### src/rtl/mem_stage_if.sv
// mem_stage_if: handshake and field bundle between EX, MEM, WB and the data SRAM.
// master drives ex_*/data_sram_*/wb_allowin_in; slave is the mem_stage side.
interface mem_stage_if;
    logic        ex_valid_in;
    logic        mem_allowin_out;
    logic [31:0] ex_PC_in;
    logic [31:0] ex_alures_in;
    logic [31:0] ex_rt_data_in;
    logic [4:0]  ex_wnum_in;
    logic [3:0]  ex_reg_we_in;
    logic [2:0]  ex_load_type_in;
    logic [2:0]  ex_write_type_in;
    logic        data_sram_data_ok_in;
    logic [31:0] data_sram_rdata_in;
    logic        wb_allowin_in;
    logic        mem_valid_out;
    logic [31:0] mem_wbdata_out;
    logic [3:0]  mem_reg_we_out;
    logic [4:0]  mem_wnum_out;
    logic [31:0] mem_PC_out;
    logic [2:0]  mem_write_type_out;

    modport master (
        output ex_valid_in, ex_PC_in, ex_alures_in, ex_rt_data_in,
        output ex_wnum_in, ex_reg_we_in, ex_load_type_in,
        output ex_write_type_in, data_sram_data_ok_in,
        output data_sram_rdata_in, wb_allowin_in,
        input  mem_allowin_out, mem_valid_out, mem_wbdata_out,
        input  mem_reg_we_out, mem_wnum_out, mem_PC_out,
        input  mem_write_type_out
    );

    modport slave (
        input  ex_valid_in, ex_PC_in, ex_alures_in, ex_rt_data_in,
        input  ex_wnum_in, ex_reg_we_in, ex_load_type_in,
        input  ex_write_type_in, data_sram_data_ok_in,
        input  data_sram_rdata_in, wb_allowin_in,
        output mem_allowin_out, mem_valid_out, mem_wbdata_out,
        output mem_reg_we_out, mem_wnum_out, mem_PC_out,
        output mem_write_type_out
    );
endinterface

### src/rtl/mem_stage.sv
// mem_stage: MEM pipeline stage; waits for load data, aligns/extends, hands to WB.
// Ports: clk, rst_n (async low), bus (mem_stage_if.slave). Option: MEM_LWLR_EN.
module mem_stage (
    input  logic         clk,
    input  logic         rst_n,
    mem_stage_if.slave   bus
);

    typedef enum logic [1:0] {
        S_EMPTY,
        S_WAIT,
        S_READY
    } state_t;

    localparam logic [2:0] LT_NONE = 3'd0;
    localparam logic [2:0] LT_LB   = 3'd1;
    localparam logic [2:0] LT_LBU  = 3'd2;
    localparam logic [2:0] LT_LH   = 3'd3;
    localparam logic [2:0] LT_LHU  = 3'd4;
    localparam logic [2:0] LT_LW   = 3'd5;
    localparam logic [2:0] LT_LWL  = 3'd6;
    localparam logic [2:0] LT_LWR  = 3'd7;

    state_t      state_q, state_d;
    logic [31:0] pc_q;
    logic [31:0] alu_q;
    logic [4:0]  wnum_q;
    logic [3:0]  we_q;
    logic [2:0]  lt_q;
    logic [2:0]  wt_q;
    logic [31:0] buf_q;

    logic        ready;
    logic        allowin;
    logic        take;
    logic        cap;

    logic [31:0] rd;
    logic [7:0]  rbyte;
    logic [15:0] rhalf;
    logic [31:0] data;
    logic [3:0]  we;

`ifdef MEM_LWLR_EN
    logic [31:0] rt_q;
`else
    logic        unused_rt;
    assign unused_rt = ^bus.ex_rt_data_in;
`endif

    always_comb begin
        state_d = state_q;
        ready   = (state_q == S_READY) ||
                  (state_q == S_WAIT && bus.data_sram_data_ok_in);
        allowin = (state_q == S_EMPTY) || (ready && bus.wb_allowin_in);
        take    = bus.ex_valid_in && allowin;
        // Response arrives but WB stalls: keep the word for later cycles.
        cap     = (state_q == S_WAIT) && bus.data_sram_data_ok_in &&
                  !bus.wb_allowin_in;
        if (take)
            state_d = (bus.ex_load_type_in == LT_NONE) ? S_READY : S_WAIT;
        else if (ready && bus.wb_allowin_in)
            state_d = S_EMPTY;
        else if (cap)
            state_d = S_READY;
    end

    always_ff @(posedge clk or negedge rst_n) begin
        if (!rst_n)
            state_q <= S_EMPTY;
        else
            state_q <= state_d;
    end

    always_ff @(posedge clk or negedge rst_n) begin
        if (!rst_n) begin
            pc_q   <= '0;
            alu_q  <= '0;
            wnum_q <= '0;
            we_q   <= '0;
            lt_q   <= '0;
            wt_q   <= '0;
            buf_q  <= '0;
`ifdef MEM_LWLR_EN
            rt_q   <= '0;
`endif
        end else begin
            if (take) begin
                pc_q   <= bus.ex_PC_in;
                alu_q  <= bus.ex_alures_in;
                wnum_q <= bus.ex_wnum_in;
                we_q   <= bus.ex_reg_we_in;
                lt_q   <= bus.ex_load_type_in;
                wt_q   <= bus.ex_write_type_in;
`ifdef MEM_LWLR_EN
                rt_q   <= bus.ex_rt_data_in;
`endif
            end
            if (cap)
                buf_q <= bus.data_sram_rdata_in;
        end
    end

    // In WAIT the word comes straight from the SRAM; afterwards from buf_q.
    always_comb begin
        rd = (state_q == S_WAIT) ? bus.data_sram_rdata_in : buf_q;
        rbyte = rd[7:0];
        case (alu_q[1:0])
            2'd0: rbyte = rd[7:0];
            2'd1: rbyte = rd[15:8];
            2'd2: rbyte = rd[23:16];
            2'd3: rbyte = rd[31:24];
            default: rbyte = rd[7:0];
        endcase
        rhalf = alu_q[1] ? rd[31:16] : rd[15:0];
    end

    always_comb begin
        data = alu_q;
        we   = we_q;
        case (lt_q)
            LT_LB:  data = {{24{rbyte[7]}}, rbyte};
            LT_LBU: data = {24'd0, rbyte};
            LT_LH:  data = {{16{rhalf[15]}}, rhalf};
            LT_LHU: data = {16'd0, rhalf};
            LT_LW:  data = rd;
`ifdef MEM_LWLR_EN
            LT_LWL: begin
                case (alu_q[1:0])
                    2'd0: begin data = {rd[7:0], rt_q[23:0]};  we = 4'b1000; end
                    2'd1: begin data = {rd[15:0], rt_q[15:0]}; we = 4'b1100; end
                    2'd2: begin data = {rd[23:0], rt_q[7:0]};  we = 4'b1110; end
                    default: begin data = rd;                  we = 4'b1111; end
                endcase
            end
            LT_LWR: begin
                case (alu_q[1:0])
                    2'd0: begin data = rd;                      we = 4'b1111; end
                    2'd1: begin data = {rt_q[31:24], rd[31:8]};  we = 4'b0111; end
                    2'd2: begin data = {rt_q[31:16], rd[31:16]}; we = 4'b0011; end
                    default: begin data = {rt_q[31:8], rd[31:24]}; we = 4'b0001; end
                endcase
            end
`else
            LT_LWL: data = rd;
            LT_LWR: data = rd;
`endif
            default: data = alu_q;
        endcase
    end

    assign bus.mem_allowin_out    = allowin;
    assign bus.mem_valid_out      = ready;
    assign bus.mem_wbdata_out     = data;
    assign bus.mem_reg_we_out     = ready ? we : 4'b0000;
    assign bus.mem_wnum_out       = wnum_q;
    assign bus.mem_PC_out         = pc_q;
    assign bus.mem_write_type_out = wt_q;

endmodule

### src/flat_wrapper.sv
// flat-port wrapper written by rule: the top's interface ports become plain ports
module mem_stage_flat 
  (clk, rst_n, bus_ex_valid_in, bus_ex_PC_in, bus_ex_alures_in, bus_ex_rt_data_in, bus_ex_wnum_in, bus_ex_reg_we_in, bus_ex_load_type_in, bus_ex_write_type_in, bus_data_sram_data_ok_in, bus_data_sram_rdata_in, bus_wb_allowin_in, bus_mem_allowin_out, bus_mem_valid_out, bus_mem_wbdata_out, bus_mem_reg_we_out, bus_mem_wnum_out, bus_mem_PC_out, bus_mem_write_type_out);
  mem_stage_if bus_i ();
  input  logic clk;
  input  logic rst_n;
  input wire logic [$bits(bus_i.ex_valid_in)-1:0] bus_ex_valid_in;
  input wire logic [$bits(bus_i.ex_PC_in)-1:0] bus_ex_PC_in;
  input wire logic [$bits(bus_i.ex_alures_in)-1:0] bus_ex_alures_in;
  input wire logic [$bits(bus_i.ex_rt_data_in)-1:0] bus_ex_rt_data_in;
  input wire logic [$bits(bus_i.ex_wnum_in)-1:0] bus_ex_wnum_in;
  input wire logic [$bits(bus_i.ex_reg_we_in)-1:0] bus_ex_reg_we_in;
  input wire logic [$bits(bus_i.ex_load_type_in)-1:0] bus_ex_load_type_in;
  input wire logic [$bits(bus_i.ex_write_type_in)-1:0] bus_ex_write_type_in;
  input wire logic [$bits(bus_i.data_sram_data_ok_in)-1:0] bus_data_sram_data_ok_in;
  input wire logic [$bits(bus_i.data_sram_rdata_in)-1:0] bus_data_sram_rdata_in;
  input wire logic [$bits(bus_i.wb_allowin_in)-1:0] bus_wb_allowin_in;
  output wire logic [$bits(bus_i.mem_allowin_out)-1:0] bus_mem_allowin_out;
  output wire logic [$bits(bus_i.mem_valid_out)-1:0] bus_mem_valid_out;
  output wire logic [$bits(bus_i.mem_wbdata_out)-1:0] bus_mem_wbdata_out;
  output wire logic [$bits(bus_i.mem_reg_we_out)-1:0] bus_mem_reg_we_out;
  output wire logic [$bits(bus_i.mem_wnum_out)-1:0] bus_mem_wnum_out;
  output wire logic [$bits(bus_i.mem_PC_out)-1:0] bus_mem_PC_out;
  output wire logic [$bits(bus_i.mem_write_type_out)-1:0] bus_mem_write_type_out;
  assign bus_i.ex_valid_in = bus_ex_valid_in;
  assign bus_i.ex_PC_in = bus_ex_PC_in;
  assign bus_i.ex_alures_in = bus_ex_alures_in;
  assign bus_i.ex_rt_data_in = bus_ex_rt_data_in;
  assign bus_i.ex_wnum_in = bus_ex_wnum_in;
  assign bus_i.ex_reg_we_in = bus_ex_reg_we_in;
  assign bus_i.ex_load_type_in = bus_ex_load_type_in;
  assign bus_i.ex_write_type_in = bus_ex_write_type_in;
  assign bus_i.data_sram_data_ok_in = bus_data_sram_data_ok_in;
  assign bus_i.data_sram_rdata_in = bus_data_sram_rdata_in;
  assign bus_i.wb_allowin_in = bus_wb_allowin_in;
  assign bus_mem_allowin_out = bus_i.mem_allowin_out;
  assign bus_mem_valid_out = bus_i.mem_valid_out;
  assign bus_mem_wbdata_out = bus_i.mem_wbdata_out;
  assign bus_mem_reg_we_out = bus_i.mem_reg_we_out;
  assign bus_mem_wnum_out = bus_i.mem_wnum_out;
  assign bus_mem_PC_out = bus_i.mem_PC_out;
  assign bus_mem_write_type_out = bus_i.mem_write_type_out;
  mem_stage u_core (.clk(clk), .rst_n(rst_n), .bus(bus_i));
endmodule
### config.mk
export PLATFORM = sky130hd
export DESIGN_NAME = mem_stage_flat
export DESIGN_NICKNAME = d
export VERILOG_FILES = /design/src/rtl/mem_stage_if.sv /design/src/rtl/mem_stage.sv /design/src/flat_wrapper.sv
export SDC_FILE = /design/constraint.sdc
export NUM_CORES = 1
export LEC_CHECK = 0
export BUFFER_PORTS_ARGS = -buffer_cell sky130_fd_sc_hd__buf_4
export CAP_MARGIN = 40
export CORE_UTILIZATION = 30
export CTS_CLUSTER_DIAMETER = 40
export DETAILED_ROUTE_END_ITERATION = 8
export SLEW_MARGIN = 5
export SYNTH_ARGS = -nofsm -noshare
export SYNTH_HDL_FRONTEND = slang
export SYNTH_SLANG_ARGS = --single-unit
### constraint.sdc
create_clock -name clk -period 4.65 [get_ports clk]
set_input_delay 0.93 -clock clk [delete_from_list [all_inputs] [get_ports clk]]
set_output_delay 0.93 -clock clk [all_outputs]
set_load 0.01 [all_outputs]
=== Yosys cells after proc, flatten, opt, wreduce, memory -nomap -nowiden ===
Cells that the tools add are included.

* Output and inout bits: 78
* Word-level logic and storage cells: 41
* Input port bits: 148
* Register bits: 113

* Muxes and demuxes: 9
* Reduce and logical (&&, ||, !) cells: 12
* Equal/unequal tests: 12

{| class="wikitable"
|+ Operators with widths
! cell !! count
|-
| $pmux 32 s5 || 1
|-
| $mux 32 || 1
|-
| $pmux 8 s4 || 1
|-
| $mux 16 || 1
|-
| $eq 3x3->1 const B || 4
|-
| $mux 2 || 4
|-
| $eq 2x2->1 const B || 3
|-
| $eq 3x2->1 const B || 2
|-
| $eq 2x1->1 const B || 2
|-
| $logic_and 1x1->1 || 4
|-
| $logic_not 2->1 || 2
|-
| $mux 4 || 1
|-
| $eq 3x1->1 const B || 1
|-
| $logic_not 3->1 || 1
|-
| $reduce_bool 3->1 || 1
|-
| $reduce_or 3->1 || 1
|-
| $logic_or 1x1->1 || 2
|-
| $logic_not 1->1 || 1
|}

=== Depth between registers and ports, before layout ===
Gate-level depths: netlist of run 1.

* Depth in word-level cells: 7
* Depth in mapped cells: 8
* Mapped depth without buffers: 5

=== Least setup slack after synthesis of run 1 ===
No wires, ideal clock.

* Path kind: input port to output port
* Start point: in bus_data_sram_rdata_in[31]
* End point: out bus_mem_wbdata_out[16]
* Required time: 3.720 ns
* Arrival: 2.006 ns
* Path slack: 1.714 ns
* Cell stages on the path: 4
* Buffers on the path: 0
* Cells stage by stage: mux4_2 > a211o_1 > a21oi_4 > nor2_1

* Cells in the longest elaborated chain, start to end: 3
* Elaborated cells between the ends (all ways): 4
* Classes of those cells: 4 x mux

{| class="wikitable"
|+ Ends and longest elaborated chain
! element !! RTL line !! source
|-
| from (decl) || flat_wrapper.sv:16 || <nowiki>input wire logic [$bits(bus_i.data_sram_rdata_in)-1:0] bus_data_sram_rdata_in;</nowiki>
|-
| $mux 32 (*) || mem_stage.sv:106 || <nowiki>rd = (state_q == S_WAIT) ? bus.data_sram_rdata_in : buf_q;</nowiki>
|-
| $pmux 8 s4 or $mux 16 (tied branches) || mem_stage.sv:108, mem_stage.sv:115 ||
|-
| $pmux 32 s5 (*) || mem_stage.sv:121 || <nowiki>case (lt_q)</nowiki>
|-
| to (decl) || flat_wrapper.sv:20 || <nowiki>output wire logic [$bits(bus_i.mem_wbdata_out)-1:0] bus_mem_wbdata_out;</nowiki>
|}

Mark *: on every way between the ends. The rest lies on a longest branch, timed or not.

=== Worst setup path in the final report of run 1 ===
* Start point: reg u_core.state_q[1]
* End point: out bus_mem_wbdata_out[15]

* Cells in the longest elaborated chain, start to end: 4
* Elaborated cells between the ends (all ways): 5
* Classes of those cells: 1 x eq/ne; 4 x mux

{| class="wikitable"
|+ Ends and longest elaborated chain
! element !! RTL line !! source
|-
| from (decl) || mem_stage.sv:24 || <nowiki>state_t state_q, state_d;</nowiki>
|-
| from (signal assigned) || mem_stage.sv:72 || <nowiki>state_q <= state_d;</nowiki>
|-
| $eq 2x1->1 (*) || mem_stage.sv:106 ||
|-
| $mux 32 (*) || mem_stage.sv:106 ||
|-
| $pmux 8 s4 or $mux 16 (tied branches) || mem_stage.sv:108, mem_stage.sv:115 ||
|-
| $pmux 32 s5 (*) || mem_stage.sv:121 ||
|}

Marked as above.

==> results_dict.tcl, run 1 <==
set metrics [dict create \
    fin_skew_ns 0.006441 \
    ys_seq_elements 113 \
    relSlewSlack_pct 39.63 \
    fmax_mhz 258.6 \
    gp_congestion 0.8109 \
    avgRoutedWirePerCell_um 18.43 \
    yosysTopAreaCell "dfrtp_1" \
    worst_path_max_delay_cell "nand2b_4" \
    synth_top_cell_area_share_pct 50.38 \
    cts_root_buf "clkbuf_16" \
    hold_buffers 0 \
    die-area_um2 19260 \
    antenna_found_initial 0 \
    crit_type "flip-flop to output pin" \
    netlist_instances 434 \
    worst_slew_pin_slew_ns 0.8987 \
    finalCritPeriodShare_pct 83.17 \
    crit_required_ns 3.72 \
    ant_nets 0 \
    critPathMaxFanout 39 \
    drt_iter0_drc 165 \
    run_status "finished, violations left" \
    hold_class "input pin to asynchronous set/reset pin" \
    tns_ns 0 \
    die_w_um 138.8 \
    grt_pass1_vias 4654 \
    cts_buffers 17 \
    postCtsResizedCells 0 \
    start_util_pct 30.93 \
    cp-end-kind "output pin" \
    start_kind "flip-flop" \
    overflow 0 \
    cts.sinks 113 \
    via_per_inst 4.964 \
    fin_crit_ns 3.868 \
    h-tree-depth 4 \
    post_cts_buffers 0 \
    max-vdd-ir-drop_uv 316.4 \
    synth-edff-count 0 \
    setup_ws_ns 0.7824 \
    cp_num_buf_inv 1 \
    drc 9 \
    grt.total_usage_pct 17.32 \
    setup_viol 0 \
    cts_tree "done" \
    synthToLayoutAreaGrowth_pct 40.15 \
    register_area_um2 2828 \
    core_um2 18150 \
    violations "DRC" \
    critical_path.max_stage_delay_ns 0.60 \
    grt_pass1_wl_um 25360 \
    seq_area_frac_synth_pct 50.38 \
    yosys-top-cells-count "dfrtp_1 (113), mux2_2 (111), mux2i_1 (33)" \
    drt_first_pass_iters 6 \
    cp_cell_sequence "nand2b_4, mux2i_1, a221oi_4, nand2_2, a31oi_1, buf_4" \
    cp.arrival_ns 2.94 \
    drt-total-wl_um 16010 \
    cts_max_path_buffers 2 \
    p_leak_nw 3.672 \
    drt-met1-wl_um 6857 \
    final_nets 775 \
    clock_latency_ns 0.41 \
    die_y_um 138.8 \
    synthTopCellsByArea "dfrtp_1 (50%), mux2_2 (22%), mux2i_1 (5.9%)" \
    maxCapViolCount 0 \
    num_antenna_cells 0 \
    wl_met2_um 7661 \
    post-place-cells 837 \
    place_ws_ns 1.179 \
    dr_total_vias 4314 \
    dr.max_layer_used "met4" \
    reg2regPathDepth 6 \
    hpwl_um 11930 \
    drv_slew 0 \
    yosysWarnings 0 \
    port-buffer-count 193 \
    clk_pin_slew_worst_paths_ns 0.05 \
    synth_most_common_cell "dfrtp_1" \
    p_per_area_nw_per_um2 822.2 \
    ys.flop_type "dfrtp_1" \
    instances_no_fill 869 \
    io-pin-count 226 \
    power.total_w 0.006468 \
    nFillCells 1695 \
    wl_met3_um 1184 \
    core.rowCount 49 \
    critPathTopFamily "simple AND/OR/NAND/NOR gates" \
    drive_gt1_share_pct 55.47 \
    crit_cells 6 \
    utilization_pct 43.35 \
    final-hold-violation-count 0 \
    syn_area_per_cell_um2 12.93 \
    rsz0062_at_grt "no" \
    async_flop_share_pct 100.0 \
    syn-num-nets 582 \
    grt_max_degree 50 \
    ys_types 49 \
    syn-cell-area_um2 5613 \
    multi_input_area_um2 2636 \
]
==> power by group <==
| group | switching (W) | leakage, nW | internal (W) | total [W] |
|---|---|---|---|---|
| clock | 0.000446 | 0.281 | 0.000836 | 0.00128 |
| combinational | 0.00166 | 2.06 | 0.00172 | 0.00337 |
| sequential | 0.000324 | 1.33 | 0.00149 | 0.00181 |
| total | 0.00243 | 3.67 | 0.00404 | 0.00647 |
==> layer usage <==
metal,global-route usage [%],vias up
li1,-,2001
met1,21.66,2144
met2,27.22,152
met3,6.630,17
met4,6.140,0
met5,0,-
==> registers in the layout, indices dropped and copies added (netlist names) <==
register	cells
u_core.alu_q	32
u_core.buf_q	32
u_core.bus.mem_PC_out	32
u_core.bus.mem_wnum_out	5
u_core.we	4
u_core.bus.mem_write_type_out	3
u_core.state_q	2
u_core.lt_q	3
==> final timing paths <==
path,start,to,slack (ns)
worst min register to register,u_core.alu_q[18],u_core.alu_q[18],0.50
max in group asynchronous,rst_n,u_core.alu_q[6],3.17
min in group clk,u_core.alu_q[18],u_core.alu_q[18],0.50
worst max register to register,u_core.state_q[1],u_core.alu_q[13],2.48
worst max-delay path,u_core.state_q[1],bus_mem_wbdata_out[15],0.78
worst min-delay path,rst_n,u_core.bus.mem_PC_out[23],0.50
==> logic make-up after synthesis <==
kind of cell | synth area share [%]
muxes | 30.41
DFF | 50.38
AOI/OAI and AO/OA | 10.54
and+or+nand+nor | 5.439
buffers and inverters | 2.898
xor gates and xnor gates | 0.1561
adders and majority gates | 0.1783
==> area by class of cell <==
class / count / area share (%)
multi-input cells: 289 / 33.51
well taps: 229 / 3.642
repair buffers: 200 / 19.25
inverters: 6 / 0.2863
clock inverters: 11 / 1.766
flip-flops and latches: 113 / 35.95
clock buffers: 21 / 5.599
==> placed cells by master (no fill, tap or decap), types with 3 or more instances in the layout <==
cell type | Yosys | layout
clkbuf_1 | 8 | 4
nor2b_1 | 4 | 4
clkbuf_16 | 0 | 17
mux2i_1 | 33 | 33
mux4_2 | 5 | 5
a31oi_1 | 4 | 4
dfrtp_1 | 113 | 113
mux2_2 | 111 | 111
o32a_1 | 5 | 5
inv_1 | 5 | 5
o21ai_0 | 11 | 11
a21oi_1 | 12 | 12
bufinv_16 | 0 | 3
a22oi_1 | 5 | 5
nand2b_1 | 3 | 3
o221ai_1 | 16 | 16
nand2_1 | 18 | 17
nor2_1 | 26 | 26
buf_4 | 2 | 199
clkinv_2 | 0 | 5
==> metrics by stage <==
| stage | hold WS, ns | area, um^2 |
|---|---|---|
| finish | 0.5022 | 7866 |
| global route | 0.5192 | 7866 |
| CTS | 0.5008 | 7866 |
| detailed placement | 0.4887 | 7287 |
| global placement | 0.4862 | 7267 |
| floorplan | 0.4712 | 5613 |
No activity file was read; power rests on OpenSTA's default activity.
==> run 2: changes to the inputs <==
Clock period 4.65 ns to 3.3 ns, I/O delays scaled along.
==> results_dict.tcl, run 2 (synthesis gave the netlist of run 1 again) <==
set metrics [dict create \
    drv_slew 0 \
    post-place-cells 844 \
    cts.sinks 113 \
    core.rowCount 49 \
    crit_cells 6 \
    hpwl_um 12090 \
    setup_viol 0 \
    io-pin-count 226 \
    cts_tree "done" \
    drt_iter0_drc 181 \
    layout_commonest_cell "buf_4" \
    grt.total_usage_pct 17.32 \
    utilization_pct 43.83 \
    cp_num_buf_inv 1 \
    post-route-cell-area_um2 7954 \
    clk_pin_slew_worst_paths_ns 0.05 \
    relSlewSlack_pct 44.61 \
    core_um2 18150 \
    drive_gt1_share_pct 56.72 \
    fin_crit_ns 3.132 \
    placed_area_um2 7352 \
    critical_path.max_stage_delay_ns 0.59 \
    nFillCells 1703 \
    grt_pass1_wl_um 25270 \
    critPathTopFamily "multiplexers" \
    final-hold-violation-count 0 \
    grt_max_degree 55 \
    critPathMaxFanout 13 \
    h-tree-depth 4 \
    worst_path_max_delay_cell "mux4_2" \
    die_y_um 138.8 \
    maxCapViolCount 0 \
    gp_congestion 0.8345 \
    antenna_found_initial 0 \
    cp_cell_sequence "nand2b_4, mux4_2, a211o_1, a21oi_4, nor2_1, buf_4" \
    clock_latency_ns 0.41 \
    hold-worst-slack_ns 0.1417 \
    cts_buffers 17 \
    p_per_area_nw_per_um2 1156 \
    p_leak_nw 3.715 \
    fmax_mhz 319.3 \
    via_per_inst 4.957 \
    violations "DRC" \
    drc 13 \
    port-buffer-count 193 \
    cp.arrival_ns 2.47 \
    die_w_um 138.8 \
    tns_ns 0 \
    cp-end-kind "output pin" \
    synthToLayoutAreaGrowth_pct 41.71 \
    final_nets 786 \
    finalCritPeriodShare_pct 94.91 \
    drt-total-wl_um 16130 \
    grt_pass1_vias 4694 \
    mostFrequentLayoutCells "buf_4 (209), dfrtp_1 (113), mux2_2 (111), mux2i_1 (31), nor2_1 (26)" \
    crit_type "flip-flop to output pin" \
    instances_no_fill 876 \
    run_status "finished, violations left" \
    cts_max_path_buffers 2 \
    fin_skew_ns 0.008551 \
    start_util_pct 30.93 \
    crit_required_ns 2.64 \
    avgRoutedWirePerCell_um 18.42 \
    die-area_um2 19260 \
    dr_total_vias 4342 \
    cts_root_buf "clkbuf_16" \
    ant_nets 0 \
    start_kind "flip-flop" \
    overflow 0 \
    num_antenna_cells 0 \
    drt_first_pass_iters 9 \
    reg2regPathDepth 6 \
    worst_slew_pin_slew_ns 0.8245 \
    hold_class "input pin to asynchronous set/reset pin" \
    rsz0062_at_grt "no" \
    max-vdd-ir-drop_uv 464.0 \
]
==> run 2: worst reg2reg max path, delay by kind of cell (launching register included) <==
kind                   cells  cell delay [ns]
AOI/OAI and AO/OA          2             0.31
and+or+nand+nor            1             0.34
DFF                        1             0.42
muxes                      1             0.42
buffers and inverters      2             0.45
==> run 2: cell type report <==
class                      count  area [um^2]  area share [%]
sequential                   113         2828           35.55
multi-input combinational    289         2659           33.43
timing repair buffer         211         1609           20.23
clock buffer                  22        464.2           5.836
tap                          229        286.5           3.602
clock inverter                 6        85.08           1.070
inverter                       6        22.52          0.2832
==> run 2: power by group <==
group	internal (W)	switching, W	leakage, nW
clock network	0.00113	0.000612	0.264
logic	0.00253	0.00239	2.12
registers	0.00210	0.000435	1.33
total	0.00575	0.00344	3.72
==> run 2: final timing paths <==
path	start	endpoint	slack, ns
max	u_core.state_q[0]	bus_mem_wbdata_out[21]	0.17
min	rst_n	u_core.bus.mem_PC_out[23]	0.14
max reg2reg	u_core.state_q[0]	u_core.bus.mem_PC_out[13]	1.24
min reg2reg	u_core.alu_q[30]	u_core.alu_q[30]	0.50
max in group asynchronous	rst_n	u_core.alu_q[26]	2.34
min in group clk	bus_ex_alures_in[20]	u_core.alu_q[20]	0.47
==> run 2: layer usage <==
layer	GRT usage, %	up-vias	share of wire [%]
met5	0	-	0
met4	6.433	0	1.9
met3	6.526	19	8.2
met2	28.26	155	49
met1	20.76	2144	41
li1	-	2024	-
==> run 2: metrics by stage <==
stage	worst slack [ns]	total power (W)
5_1_grt	0.03498	0.009801
4_1_cts	-0.003879	0.009230
2_1_floorplan	0.9041	0.005332
3_3_place_gp	0.4912	0.007296
6_report	0.1680	0.009194
3_5_place_dp	0.4466	0.007435
==> run 2: what timing repair did <==
action | in CTS | in global routing
resized for setup | 0 | 5
setup buffers | 0 | 4
setup endpoints to repair | 1 | 25
hold endpoints to repair | 0 | 0
hold buffers | 0 | 0
